==> src/rtl/save_restore_ctrl_if.sv <==
// Retention-memory request port: one request (read or write) held until the memory acks it.
interface save_restore_ctrl_if #(
  parameter int unsigned K = 32,
  parameter int unsigned M = 32
);
  logic         ReadMem;
  logic         WriteMem;
  logic [K-1:0] AddrMem;
  logic [M-1:0] WDataMem;
  logic         AckMem;
  logic [M-1:0] ValMem;

  modport master (
    output ReadMem,
    output WriteMem,
    output AddrMem,
    output WDataMem,
    input  AckMem,
    input  ValMem
  );

  modport slave (
    input  ReadMem,
    input  WriteMem,
    input  AddrMem,
    input  WDataMem,
    output AckMem,
    output ValMem
  );
endinterface

==> src/rtl/save_restore_ctrl.sv <==
// Save/restore controller: streams N wrapper words to retention memory (SAVE) or back into
// the wrappers through a one-hot load strobe (RESTORE), with per-word ack timeout.
module save_restore_ctrl #(
  parameter int unsigned N       = 10,
  parameter int unsigned K       = 32,
  parameter int unsigned M       = 32,
  parameter int unsigned STRIDE  = 1,
  parameter int unsigned TIMEOUT = 255
) (
  input  logic                  Clk,
  input  logic                  Rst,
  input  logic                  Pwr_off,
  input  logic                  Start,
  input  logic                  Mode,
  input  logic [K-1:0]          BaseAddr,
  input  logic [N*M-1:0]        SaveVal,
  save_restore_ctrl_if.master   mem,
  output logic [M-1:0]          RestoreVal,
  output logic [N-1:0]          RestoreEn,
  output logic                  Busy,
  output logic                  Done,
  output logic                  Err
);

  localparam int unsigned    IW       = (N > 1) ? $clog2(N) : 1;
  localparam int unsigned    CW       = (TIMEOUT > 0) ? $clog2(TIMEOUT + 1) : 1;
  localparam logic [IW-1:0]  LAST_IDX = IW'(N - 1);
  localparam logic [K-1:0]   STRIDE_K = K'(STRIDE);
  localparam logic [CW-1:0]  CNT_LAST = CW'((TIMEOUT > 0) ? TIMEOUT - 1 : 0);

  typedef enum logic [1:0] {
    S_IDLE   = 2'd0,
    S_ACCESS = 2'd1,
    S_FIN    = 2'd2,
    S_ERR    = 2'd3
  } state_t;

  state_t         state_q, state_d;
  logic           mode_q, mode_d;
  logic [K-1:0]   addr_q, addr_d;
  logic [IW-1:0]  idx_q, idx_d;
  logic [CW-1:0]  cnt_q, cnt_d;
  logic [M-1:0]   rval_q, rval_d;
  logic [N-1:0]   ren_q, ren_d;

  logic           read_req;
  logic           write_req;
  logic           busy_w;
  logic           done_w;
  logic           err_w;
  logic           srst;

  logic [M-1:0]   save_words [N];

  for (genvar gi = 0; gi < N; gi++) begin : g_unpack
    assign save_words[gi] = SaveVal[gi*M +: M];
  end

  // Power-off behaves exactly like reset: abort without Done and clear restore outputs.
  assign srst = Rst | Pwr_off;

  always_ff @(posedge Clk) begin
    if (srst) begin
      state_q <= S_IDLE;
      mode_q  <= 1'b0;
      addr_q  <= '0;
      idx_q   <= '0;
      cnt_q   <= '0;
      rval_q  <= '0;
      ren_q   <= '0;
    end else begin
      state_q <= state_d;
      mode_q  <= mode_d;
      addr_q  <= addr_d;
      idx_q   <= idx_d;
      cnt_q   <= cnt_d;
      rval_q  <= rval_d;
      ren_q   <= ren_d;
    end
  end

  always_comb begin
    state_d   = state_q;
    mode_d    = mode_q;
    addr_d    = addr_q;
    idx_d     = idx_q;
    cnt_d     = cnt_q;
    rval_d    = '0;
    ren_d     = '0;
    read_req  = 1'b0;
    write_req = 1'b0;
    busy_w    = 1'b0;
    done_w    = 1'b0;
    err_w     = 1'b0;

    case (state_q)
      S_IDLE: begin
        if (Start) begin
          mode_d  = Mode;
          addr_d  = BaseAddr;
          idx_d   = '0;
          cnt_d   = '0;
          state_d = S_ACCESS;
        end
      end

      S_ACCESS: begin
        busy_w    = 1'b1;
        read_req  = ~mode_q;
        write_req = mode_q;
        if (mem.AckMem) begin
          cnt_d = '0;
          if (!mode_q) begin
            rval_d = mem.ValMem;
            ren_d  = N'(1) << idx_q;
          end
          if (idx_q == LAST_IDX) begin
            state_d = S_FIN;
          end else begin
            idx_d  = idx_q + IW'(1);
            addr_d = addr_q + STRIDE_K;
          end
        end else if (TIMEOUT != 0) begin
          // The request has been visible for TIMEOUT cycles once this wait cycle ends.
          if (cnt_q == CNT_LAST) begin
            cnt_d   = '0;
            state_d = S_ERR;
          end else begin
            cnt_d = cnt_q + CW'(1);
          end
        end
      end

      S_FIN: begin
        busy_w  = 1'b1;
        done_w  = 1'b1;
        state_d = S_IDLE;
      end

      S_ERR: begin
        busy_w  = 1'b1;
        done_w  = 1'b1;
        err_w   = 1'b1;
        state_d = S_IDLE;
      end

      default: begin
        state_d = S_IDLE;
      end
    endcase
  end

  assign mem.ReadMem  = read_req;
  assign mem.WriteMem = write_req;
  assign mem.AddrMem  = (read_req | write_req) ? addr_q : '0;
  assign mem.WDataMem = write_req ? save_words[idx_q] : '0;

  assign RestoreVal = rval_q;
  assign RestoreEn  = ren_q;
  assign Busy       = busy_w;
  assign Done       = done_w;
  assign Err        = err_w;

endmodule

==> src/flat_wrapper.sv <==
// flat-port wrapper written by rule: the top's interface ports become plain ports
module save_restore_ctrl_flat 
#(
  parameter int unsigned N       = 10,
  parameter int unsigned K       = 32,
  parameter int unsigned M       = 32,
  parameter int unsigned STRIDE  = 1,
  parameter int unsigned TIMEOUT = 255
)
  (Clk, Rst, Pwr_off, Start, Mode, BaseAddr, SaveVal, RestoreVal, RestoreEn, Busy, Done, Err, mem_ReadMem, mem_WriteMem, mem_AddrMem, mem_WDataMem, mem_AckMem, mem_ValMem);
  save_restore_ctrl_if #(.K(K), .M(M)) mem_i ();
  input  logic Clk;
  input  logic Rst;
  input  logic Pwr_off;
  input  logic Start;
  input  logic Mode;
  input  logic [K-1:0] BaseAddr;
  input  logic [N*M-1:0] SaveVal;
  output logic [M-1:0] RestoreVal;
  output logic [N-1:0] RestoreEn;
  output logic Busy;
  output logic Done;
  output logic Err;
  output wire logic [$bits(mem_i.ReadMem)-1:0] mem_ReadMem;
  output wire logic [$bits(mem_i.WriteMem)-1:0] mem_WriteMem;
  output wire logic [$bits(mem_i.AddrMem)-1:0] mem_AddrMem;
  output wire logic [$bits(mem_i.WDataMem)-1:0] mem_WDataMem;
  input wire logic [$bits(mem_i.AckMem)-1:0] mem_AckMem;
  input wire logic [$bits(mem_i.ValMem)-1:0] mem_ValMem;
  assign mem_ReadMem = mem_i.ReadMem;
  assign mem_WriteMem = mem_i.WriteMem;
  assign mem_AddrMem = mem_i.AddrMem;
  assign mem_WDataMem = mem_i.WDataMem;
  assign mem_i.AckMem = mem_AckMem;
  assign mem_i.ValMem = mem_ValMem;
  save_restore_ctrl #(.N(N), .K(K), .M(M), .STRIDE(STRIDE), .TIMEOUT(TIMEOUT)) u_core (.Clk(Clk), .Rst(Rst), .Pwr_off(Pwr_off), .Start(Start), .Mode(Mode), .BaseAddr(BaseAddr), .SaveVal(SaveVal), .mem(mem_i), .RestoreVal(RestoreVal), .RestoreEn(RestoreEn), .Busy(Busy), .Done(Done), .Err(Err));
endmodule
==> config.mk <==
export PLATFORM = sky130hd
export DESIGN_NAME = save_restore_ctrl_flat
export DESIGN_NICKNAME = d
export VERILOG_FILES = /design/src/rtl/save_restore_ctrl_if.sv /design/src/rtl/save_restore_ctrl.sv /design/src/flat_wrapper.sv
export SDC_FILE = /design/constraint.sdc
export NUM_CORES = 1
export LEC_CHECK = 0
export BUFFER_PORTS_ARGS = -buffer_cell sky130_fd_sc_hd__buf_2
export CORE_AREA = 2 2 194 196
export CTS_CLUSTER_DIAMETER = 40
export DETAILED_ROUTE_END_ITERATION = 8
export DIE_AREA = 0 0 196 198
export GPL_TIMING_DRIVEN = 0
export SLEW_MARGIN = 20
export SYNTH_ARGS = -nofsm -noshare
export SYNTH_HDL_FRONTEND = slang
export SYNTH_SLANG_ARGS = --single-unit
==> constraint.sdc <==
create_clock -name Clk -period 4.7 [get_ports Clk]
set_input_delay 0.94 -clock Clk [delete_from_list [all_inputs] [get_ports Clk]]
set_output_delay 0.94 -clock Clk [all_outputs]
set_load 0.05 [all_outputs]
==> metrics.md, run 1 <==
| Metric | Value |
|---|---|
| Vias in the first global route | `7826` |
| Worst reg-to-reg path cell count | `9` |
| Post-synthesis async set-or-reset flop share | `0` |
| Worst skew pair latency | `360 ps` |
| Routed length per instance | `25.1 µm` |
| Max VDD drop | `0.120 mV` |
| Syn_nets | `1079` |
| H-tree Lvls | `3` |
| Fill cell count | `4071` |
| Postcts setup bufs | `0` |
| MaxCap Viol Count | `0` |
| Nets | `1590` |
| Reg power frac | `0.390` |
| Final setup vio count | `0` |
| Arr. time, crit path | `3650 ps` |
| Post-Synthesis Cell Area | `6580 µm²` |
| Via Count | `8095` |
| WHS Path Cells | `2` |
| Fin crit share | `0.976` |
| Synth Area in Adders | `0.0133` |
| Hold WC Path Type | `reg2reg` |
| Fin crit period | `4590 ps` |
| Post-synthesis mux area share | `0.324` |
| WS Path Type | `reg2out` |
| Routed wire length | `42100 µm` |
| Ports | `501` |
| Starting density of the core | `0.178` |
| Post-cts sizing count | `0` |
| Seq cells post-synth | `89` |
| Slew Viols, Final | `0` |
| Leakage | `4.47 nW` |
| Final WS setup | `113 ps` |
| Gp weighted congestion | `0.949` |
| Internal power | `1.44 mW` |
| Clock slew at reported path FFs | `70 ps` |
| DR top layer | `met5` |
| CTS sink count | `89` |
| Post-DP Area | `9680 µm²` |
| Routed Antenna Nets | `0` |
| Critical Path RT | `3760 ps` |
| Final Core Density | `0.270` |
| Setup tns final | `0 ps` |
| Clock root cell | `clkbuf_16` |
| Pin count of the biggest net entering global routing | `15` |
| Gr ovfl total | `0` |
| Core ar. | `37000 µm²` |
| Die Ht | `198 µm` |
| Drt via density | `4.83` |
| Clk_skew | `9.52 ps` |
| Area occupied by multi-input gates | `4520 µm²` |
| Pwr/cell area | `202 nW/µm²` |
| Crit Path Max Fanout | `10` |
| Synth Area in Compound Gates | `0.131` |
| I/O Buffers | `500` |
| CP endpoint kind | `primary output` |
| Metal2 WL | `20500 µm` |
| Hold Slack | `468 ps` |
| Drt pass-1 iters | `5` |
| EDFF count, synth | `0` |
| Total Routing Usage GR | `0.206` |
| DR WL met3 | `3410 µm` |
| Global-route wire length before repair | `56000 µm` |
| Status | `completed` |
| Xor-xnor portion of the synthesized cell area | `0.0133` |
| HPWL Detailed | `36300 µm` |
| Yosys warns | `0` |
| Yosys cell types | `62` |
| CTS tree | `built` |
| Synth Flop Type | `dfxtp_1` |
| Post-layout instance area | `9980 µm²` |
| DIE WIDTH | `196 µm` |
| CTS Hold Buffers Added | `0` |
| FF+latch area | `1780 µm²` |
| Met1 WL | `16500 µm` |
| DIE AREA | `38800 µm²` |
| Least-Margin Pin Slew | `1120 ps` |
| Share of cells above drive strength 1 | `0.502` |
| Sw Pwr | `586 µW` |
| Antenna violations before repair | `13` |
| Logic pwr share | `0.239` |
| Synthesized instance count | `682` |
| RSZ-0062 raised after global routing | `false` |
| Sw Share | `0.290` |
| Startpoint Class | `flip-flop` |
| Sequential fraction of the synthesis area | `0.271` |
| CTS buffer count | `9` |
| Relative slew slack | `0.253` |
| Average cell area after synthesis | `9.65 µm²` |
| DR DRC count | `0` |
| Largest family of logic cells by synthesized area | `multiplexers` |
| Maximum root-to-sink buffer count | `2` |
| Rows | `71` |
| Layout area overhead | `51.7%` |
| Initial drt markers | `912` |
| Final Hold Viols | `0` |
| Post-Synth Simple-Gate Area | `0.205` |
| F_max | `218 MHz` |
| Clock group share of total power | `0.371` |
| Worst slack, placed | `687 ps` |
cell type report:
cell class / instances / share of cell area
timing repair buffer: 500 / 0.251
sequential: 89 / 0.178
clock inverter: 4 / 0.00526
clock buffer: 11 / 0.0243
antenna: 4 / 0.00100
buffer: 59 / 0.0247
tap: 474 / 0.0594
inverter: 9 / 0.00338
multi-input combinational: 525 / 0.453
critical path, cell delays in order, from the launching register on:
cell and delay [ps]:
dfxtp_1 540, buf_1 880, buf_1 740, mux4_2 410, mux2i_1 110, o22ai_1 230
buf_2 350
metal layers:
layer / up-vias / global-route usage
li1: 3643 / -
met1: 3892 / 0.255
met2: 493 / 0.344
met3: 57 / 0.0450
met4: 10 / 0.0898
met5: - / 0
flip-flops by register name (all words and copies together) (netlist names):
register,count
u_core.state_q,2
u_core.cnt_q,8
u_core.addr_q,32
u_core.RestoreVal,32
u_core.mode_q,1
u_core.RestoreEn,10
u_core.idx_q,4
cells in the final DEF, fill, tap and decap left out, types with 4 or more instances in the layout:
cell type,n
ha_1,7
mux2i_1,69
inv_1,9
o31ai_1,4
nor4_1,8
diode_2,4
nand2_1,45
nor3_1,11
a31oi_1,5
a21oi_1,21
clkbuf_1,33
xor2_1,6
a22oi_1,4
mux4_2,64
nand4_1,12
dfxtp_1,89
buf_2,513
xnor2_1,4
and3_1,14
nand2b_1,4
and2_1,74
nor2_1,43
o22ai_1,35
clkbuf_16,9
a22o_1,4
o21ai_0,21
nand3_1,14
buf_1,11
final timing paths:
| check | slack (ps) | startpoint | to |
|---|---|---|---|
| worst max-delay path | 110 | u_core.idx_q[1]$_SDFFE_PP0P_ | mem_WDataMem[3] |
| worst min-delay path | 470 | u_core.mode_q$_SDFFE_PP0P_ | u_core.mode_q$_SDFFE_PP0P_ |
| worst max register to register | 1090 | u_core.idx_q[1]$_SDFFE_PP0P_ | u_core.addr_q[3]$_SDFFE_PP0P_ |
| worst min register to register | 470 | u_core.mode_q$_SDFFE_PP0P_ | u_core.mode_q$_SDFFE_PP0P_ |
power groups by stage:
stage | Combinational, mW | Sequential, mW | Clock [mW]
6_report | 0.483 | 0.788 | 0.751
5_1_grt | 0.514 | 0.789 | 0.806
4_1_cts | 0.479 | 0.787 | 0.778
3_5_place_dp | 0.478 | 0.804 | 0
3_3_place_gp | 0.473 | 0.804 | 0
2_1_floorplan | 0.213 | 0.805 | 0
Yosys cell counts, drive strengths merged, types with 4 or more instances:
| library cell | instances | area, µm² |
|---|---|---|
| dfxtp | 89 | 1780 |
| and2 | 74 | 463 |
| mux2i | 69 | 691 |
| mux4 | 64 | 1440 |
| nand2 | 45 | 169 |
| nor2 | 43 | 161 |
| o22ai | 35 | 219 |
| clkbuf | 33 | 125 |
| buf | 26 | 121 |
| o21ai | 22 | 110 |
| a21oi | 21 | 105 |
| and3 | 14 | 87.6 |
| nand3 | 14 | 70.1 |
| nand4 | 14 | 109 |
| nor3 | 11 | 55.1 |
| inv | 9 | 33.8 |
| nor4 | 9 | 71.3 |
| ha | 7 | 87.6 |
| xor2 | 6 | 52.6 |
| a31oi | 5 | 31.3 |
| a22o | 4 | 35.0 |
| a22oi | 4 | 30.0 |
| nand2b | 4 | 25.0 |
| o211ai | 4 | 35.0 |
| o31ai | 4 | 30.0 |
| or3 | 4 | 30.0 |
| xnor2 | 4 | 35.0 |
cells by family after synthesis:
logic type,after synthesis
AO/OA/AOI/OAI,129
flip-flops,89
XOR/XNOR,10
adder cells (fa/ha/maj),7
buffers and inverters,68
AND/OR/NAND/NOR,246
multiplexers,133
through the flow:
| step | std cells | total power [mW] |
|---|---|---|
| floorplan | 682 | 1.02 |
| global placement | 1656 | 1.28 |
| detailed placement | 1656 | 1.28 |
| CTS | 1671 | 2.04 |
| global route | 1675 | 2.11 |
| finish | 1675 | 2.02 |
Note: power is estimated with default switching activity, not from simulation.
==> run 2, diff against run 1 <==
--- a/config.mk
+++ b/config.mk
@@ -5,11 +5,12 @@
 export SDC_FILE = /design/constraint.sdc
 export NUM_CORES = 1
 export LEC_CHECK = 0
+export ABC_AREA = 1
 export BUFFER_PORTS_ARGS = -buffer_cell sky130_fd_sc_hd__buf_2
-export CORE_AREA = 2 2 194 196
+export CORE_AREA = 2 2 196 198
 export CTS_CLUSTER_DIAMETER = 40
 export DETAILED_ROUTE_END_ITERATION = 8
-export DIE_AREA = 0 0 196 198
+export DIE_AREA = 0 0 198 200
 export GPL_TIMING_DRIVEN = 0
 export SLEW_MARGIN = 20
 export SYNTH_ARGS = -nofsm -noshare
==> run 2 against run 1 <==
Critical path depth increased by 2. Clock power down 4.4%. First-iteration DRC count down 29%. Largest power group unchanged. Sequential share of layout area fell by 1.7 points.
==> metrics.md, run 2 <==
| Metric | Value |
|---|---|
| Routed length per instance | `18.5 µm` |
| Fin crit period | `3640 ps` |
| Antenna violations before repair | `17` |
| Fill cell count | `4326` |
| Total Routing Usage GR | `0.215` |
| Leakage | `5.78 nW` |
| Layout area overhead | `45.7%` |
| Fin crit share | `0.774` |
| Commonest non-fill, non-tap cells in the layout | `buf_2, nor2_1, nand2_1` |
| WS Path Type | `reg2out` |
| I/O Buffers | `500` |
| Gp weighted congestion | `1.01` |
| Synth Flop Type | `dfxtp_1` |
| Final Hold Viols | `0` |
| Sw Share | `0.349` |
| Relative slew slack | `0.525` |
| Rows | `71` |
| Critical Path RT | `3760 ps` |
| Post-synth top area share | `0.235` |
| Synth area leaders | `dfxtp_1, nor2_1, nand2_1` |
| Setup tns final | `0 ps` |
| Logic pwr share | `0.286` |
| Sw Pwr | `739 µW` |
| Post-Synthesis Cell Area | `7580 µm²` |
| Internal power | `1.38 mW` |
| Reg-to-reg setup timing slack | `2070 ps` |
| EDFF count, synth | `0` |
| Nets | `2345` |
| Final setup vio count | `0` |
| Worst skew pair latency | `360 ps` |
| Global-route wire length before repair | `63100 µm` |
| Total power | `2.12 mW` |
| Final Non-Filler Cells | `2478` |
| Maximum root-to-sink buffer count | `2` |
| Clock slew at reported path FFs | `70 ps` |
| Clock group share of total power | `0.339` |
| Post-synthesis async set-or-reset flop share | `0` |
| HPWL Detailed | `38100 µm` |
| Average cell area after synthesis | `5.27 µm²` |
| CTS tree | `built` |
| Yosys cell types | `28` |
| Drt via density | `4.55` |
| RSZ-0062 raised after global routing | `false` |
| Drt pass-1 iters | `5` |
| H-tree Lvls | `3` |
| Synthesized instance count | `1437` |
| Core ar. | `37400 µm²` |
| Pwr/cell area | `192 nW/µm²` |
| Share of cells above drive strength 1 | `0.299` |
| DIE WIDTH | `198 µm` |
| Seq cells post-synth | `89` |
| Area leader, netlist | `dfxtp_1` |
| Reg power frac | `0.375` |
| DIE AREA | `39600 µm²` |
| Routed Antenna Nets | `0` |
| Hold WC Path Type | `reg2reg` |
| Crit Path Max Fanout | `10` |
| MaxCap Viol Count | `0` |
| Gr ovfl total | `0` |
| DR DRC count | `0` |
| Syn_nets | `1834` |
| CTS buffer count | `9` |
| Via Count | `11300` |
| Max VDD drop | `0.154 mV` |
| Least-Margin Pin Slew | `713 ps` |
| Post-cts sizing count | `0` |
| Clock root cell | `clkbuf_16` |
| Synth top cells by count | `nor2_1, nand2_1, nand3_1, o21ai_0, inv_1` |
| Arr. time, crit path | `2700 ps` |
| CP endpoint kind | `primary output` |
| Clk_skew | `11.5 ps` |
| CTS Hold Buffers Added | `0` |
| Ports | `501` |
| Slew Viols, Final | `0` |
| F_max | `275 MHz` |
| Pin count of the biggest net entering global routing | `18` |
| Status | `completed` |
| Yosys warns | `0` |
| Most frequent cell after synthesis | `nor2_1` |
| Placed Cells | `2448` |
| Vias in the first global route | `10400` |
| Sequential fraction of the synthesis area | `0.235` |
| Die Ht | `200 µm` |
| Routed wire length | `45700 µm` |
| Initial drt markers | `646` |
| CTS sink count | `89` |
| Postcts setup bufs | `0` |
| Starting density of the core | `0.203` |
| Most common cell after layout, fill and taps aside | `buf_2` |
| Startpoint Class | `flip-flop` |
[run 2: worst paths after layout]
check	start	endpoint	depth (start not counted)
worst max-delay path	u_core.idx_q[1]$_SDFFE_PP0P_	mem_WDataMem[29]	8
worst min-delay path	u_core.cnt_q[7]$_SDFFE_PP0P_	u_core.cnt_q[7]$_SDFFE_PP0P_	2
worst min register to register	u_core.cnt_q[7]$_SDFFE_PP0P_	u_core.cnt_q[7]$_SDFFE_PP0P_	2
worst max register to register	u_core.idx_q[1]$_SDFFE_PP0P_	u_core.addr_q[13]$_SDFFE_PP0P_	11
[run 2: layer usage]
metal  share of wire  GRT usage  up-vias  wire [µm]
met4           0.038      0.108       12       1760
met3           0.068     0.0371       85       3120
met5          0.0023          0        -        104
met2            0.50      0.389      458      22900
met1            0.39      0.244     5126      17900
li1                -          -     5592          -
[run 2: cell type report]
type | count | area, µm² | area share
Antenna cell | 14 | 35.0 | 0.00317
Sequential cell | 89 | 1780 | 0.161
Tap cell | 511 | 639 | 0.0579
Clock buffer | 9 | 225 | 0.0204
Multi-Input combinational cell | 1136 | 4910 | 0.445
Inverter | 122 | 460 | 0.0417
Timing Repair Buffer | 500 | 2500 | 0.227
Buffer | 90 | 427 | 0.0386
Clock inverter | 7 | 60.1 | 0.00544
[run 2: power groups by stage]
stage                     sequential, mW  combinational [mW]  clock, mW
after floorplan                    0.811               0.299          0
after global placement             0.810               0.596          0
after detailed placement           0.810               0.600          0
after CTS                          0.793               0.603      0.737
after global routing               0.796               0.667      0.758
final                              0.793               0.606      0.718
[run 2: stage by stage]
stage / util / cell area, µm² / setup slack (ps) / hold WS [ps]
floorplan: - / 7580 / 1210 / 447
global placement: 0.287 / 10700 / 1350 / 459
detailed placement: 0.287 / 10700 / 1370 / 475
CTS: 0.294 / 11000 / 969 / 485
finish: 0.295 / 11000 / 1060 / 485
global route: 0.295 / 11000 / 839 / 505
[run 2: worst max-delay path, cell delays in order (launching register included)]
cell,delay (ps)
dfxtp_1,500
buf_2,380
buf_1,560
nor2_1,100
o21ai_0,120
nand3_1,190
nand3_1,180
a21oi_1,70
buf_2,220
[run 2: logic make-up (layout without fill, tap and decap cells)]
kind of cell    Yosys count  after routing  synth area share
xor+xnor                  1              1           0.00116
other cells               0             14                 0
buf+inv                 212            728             0.117
fa+ha+maj                 7              7            0.0116
flops                    89             89             0.235
simple gates            882            882             0.471
compound gates          246            246             0.164
==> run 3, diff against run 2 <==
==> constraint.sdc (replaced) <==
create_clock -name Clk -period 3.3 [get_ports Clk]
set_input_delay 0.66 -clock Clk [delete_from_list [all_inputs] [get_ports Clk]]
set_output_delay 0.66 -clock Clk [all_outputs]
set_load 0.05 [all_outputs]
==> run 3 against run 2 <==
Largest cell class unchanged. Critical endpoint is now mem_WDataMem[9]. Highest routed layer unchanged. Hold slack got worse by 0.59 ps. Cell count about the same. Setup slack got worse by 960 ps.
==> metrics.md, run 3 (same netlist as run 2, synthesis figures left out) <==
| Metric | Value |
|---|---|
| Status | `completed` |
| Clk_skew | `12.0 ps` |
| Share of cells above drive strength 1 | `0.303` |
| Pwr/cell area | `272 nW/µm²` |
| Worst reg-to-reg path cell count | `11` |
| Fin crit share | `0.969` |
| FF+latch area | `1780 µm²` |
| Worst skew pair latency | `360 ps` |
| Commonest non-fill, non-tap cells in the layout | `buf_2, nor2_1, nand2_1` |
| Setup tns final | `0 ps` |
| Reg2Reg Launch Point | `u_core.idx_q[1]$_SDFFE_PP0P_` |
| Postcts setup bufs | `0` |
| Sw Pwr | `1.05 mW` |
| Core ar. | `37400 µm²` |
| Global-route wire length before repair | `63200 µm` |
| Leakage | `5.80 nW` |
| Logic pwr share | `0.287` |
| DIE AREA | `39600 µm²` |
| Post-DP Area | `10700 µm²` |
| Internal power | `1.97 mW` |
| Total power | `3.02 mW` |
| Routed length per instance | `18.5 µm` |
| Relative slew slack | `0.524` |
| Via Count | `11300` |
| Gp weighted congestion | `1.01` |
| WS Path Type | `reg2out` |
| CTS buffer count | `9` |
| CTS Hold Buffers Added | `0` |
| Layout area overhead | `46.1%` |
| Initial drt markers | `617` |
| Final Hold Viols | `0` |
| Starting density of the core | `0.203` |
| Clock root cell | `clkbuf_16` |
| Hold wc startpoint | `u_core.cnt_q[7]$_SDFFE_PP0P_` |
| Max VDD drop | `0.219 mV` |
| MaxCap Viol Count | `0` |
| F_max | `313 MHz` |
| Fin crit period | `3200 ps` |
| Final Core Density | `0.296` |
| Reg power frac | `0.375` |
| Antenna violations before repair | `17` |
| Sw Share | `0.349` |
| DR DRC count | `0` |
| Post-layout instance area | `11100 µm²` |
| Hold endpoint | `u_core.cnt_q[7]$_SDFFE_PP0P_` |
| Nets | `2345` |
| Arr. time, crit path | `2540 ps` |
| Drt via density | `4.56` |
| Critical Path RT | `2640 ps` |
| CP endpoint kind | `primary output` |
| WHS Path Cells | `2` |
| Routed Antenna Nets | `0` |
| Drt pass-1 iters | `5` |
| Area occupied by multi-input gates | `4920 µm²` |
| Crit Path Max Fanout | `10` |
| Maximum root-to-sink buffer count | `2` |
| Most common cell after layout, fill and taps aside | `buf_2` |
| Fill cell count | `4317` |
| Least-Margin Pin Slew | `712 ps` |
| CTS tree | `built` |
| RSZ-0062 raised after global routing | `false` |
| H-tree Lvls | `3` |
| CTS sink count | `89` |
| HPWL Detailed | `38100 µm` |
| Routed wire length | `45800 µm` |
| Slew Viols, Final | `0` |
| Pin count of the biggest net entering global routing | `18` |
| Ports | `501` |
| Clock slew at reported path FFs | `70 ps` |
| Hold Slack | `484 ps` |
| Clock group share of total power | `0.338` |
| Rows | `71` |
| Gr ovfl total | `0` |
| Die Ht | `200 µm` |
| DIE WIDTH | `198 µm` |
| Capturing point of the worst reg2reg path | `u_core.addr_q[13]$_SDFFE_PP0P_` |
| Final setup vio count | `0` |
| Hold WC Path Type | `reg2reg` |
| Startpoint Class | `flip-flop` |
| Vias in the first global route | `10400` |
| I/O Buffers | `500` |
| Reg-to-reg setup timing slack | `740 ps` |
| Total Routing Usage GR | `0.215` |
run 3: changes by cell type in the layout (fill, tap and decap cells not counted), sizes merged:
cell	change
buf	-9
clkbuf	+9
diode	-1
run 3: cell type report:
cell class | instances | share of cell area
multi-input combinational | 1136 | 0.444
timing repair buffer | 500 | 0.227
sequential | 89 | 0.161
tap | 511 | 0.0577
inverter | 122 | 0.0416
buffer | 90 | 0.0403
clock buffer | 9 | 0.0203
clock inverter | 7 | 0.00542
antenna | 13 | 0.00294
run 3: critical path, stage by stage (launching register included):
cell and delay [ps]:
dfxtp_1 380, buf_4 220, buf_4 250, clkbuf_4 260
nor2_1 70, nor2_1 70, o21ai_0 160, nand3_1 110
nand3_1 150, a21oi_1 210, buf_2 290
run 3: power by group through the flow:
stage / sequential (mW) / combinational, mW / clock, mW
after floorplan: 1.16 / 0.426 / 0
after global placement: 1.15 / 0.849 / 0
after detailed placement: 1.15 / 0.854 / 0
after CTS: 1.13 / 0.859 / 1.05
after global routing: 1.13 / 0.952 / 1.08
final: 1.13 / 0.866 / 1.02
run 3: layer usage:
layer / up-vias / track usage / routed length (µm)
li1: 5590 / - / -
met1: 5145 / 0.244 / 17900
met2: 461 / 0.390 / 22900
met3: 81 / 0.0371 / 3130
met4: 12 / 0.107 / 1730
met5: - / 0 / 104
run 3: what timing repair did:
item / in CTS / in global routing
gates resized for setup: 3 / 18
pin swaps: 0 / 0
setup endpoints to repair: 5 / 28
endpoints found under the hold margin: 0 / 0
run 3: worst max path at each step:
stage                            end  depth (start not counted)                           start  slack (ps)
global placement    mem_WDataMem[29]                          8    u_core.idx_q[1]$_SDFFE_PP0P_         230
finish               mem_WDataMem[9]                         10    u_core.idx_q[0]$_SDFFE_PP0P_         100
floorplan           mem_WDataMem[10]                          7  u_core.state_q[1]$_SDFFE_PP0P_          90
CTS                  mem_WDataMem[9]                          9    u_core.idx_q[0]$_SDFFE_PP0P_           4
detailed placement  mem_WDataMem[29]                          8    u_core.idx_q[1]$_SDFFE_PP0P_         250
global route         mem_WDataMem[9]                         10    u_core.idx_q[0]$_SDFFE_PP0P_         0.9
run 3: per-stage QoR:
stage	instances	setup slack, ps
after floorplan	1437	89.1
after global placement	2448	232
after detailed placement	2448	253
after CTS	2464	3.90
after global routing	2475	0.943
final	2477	101
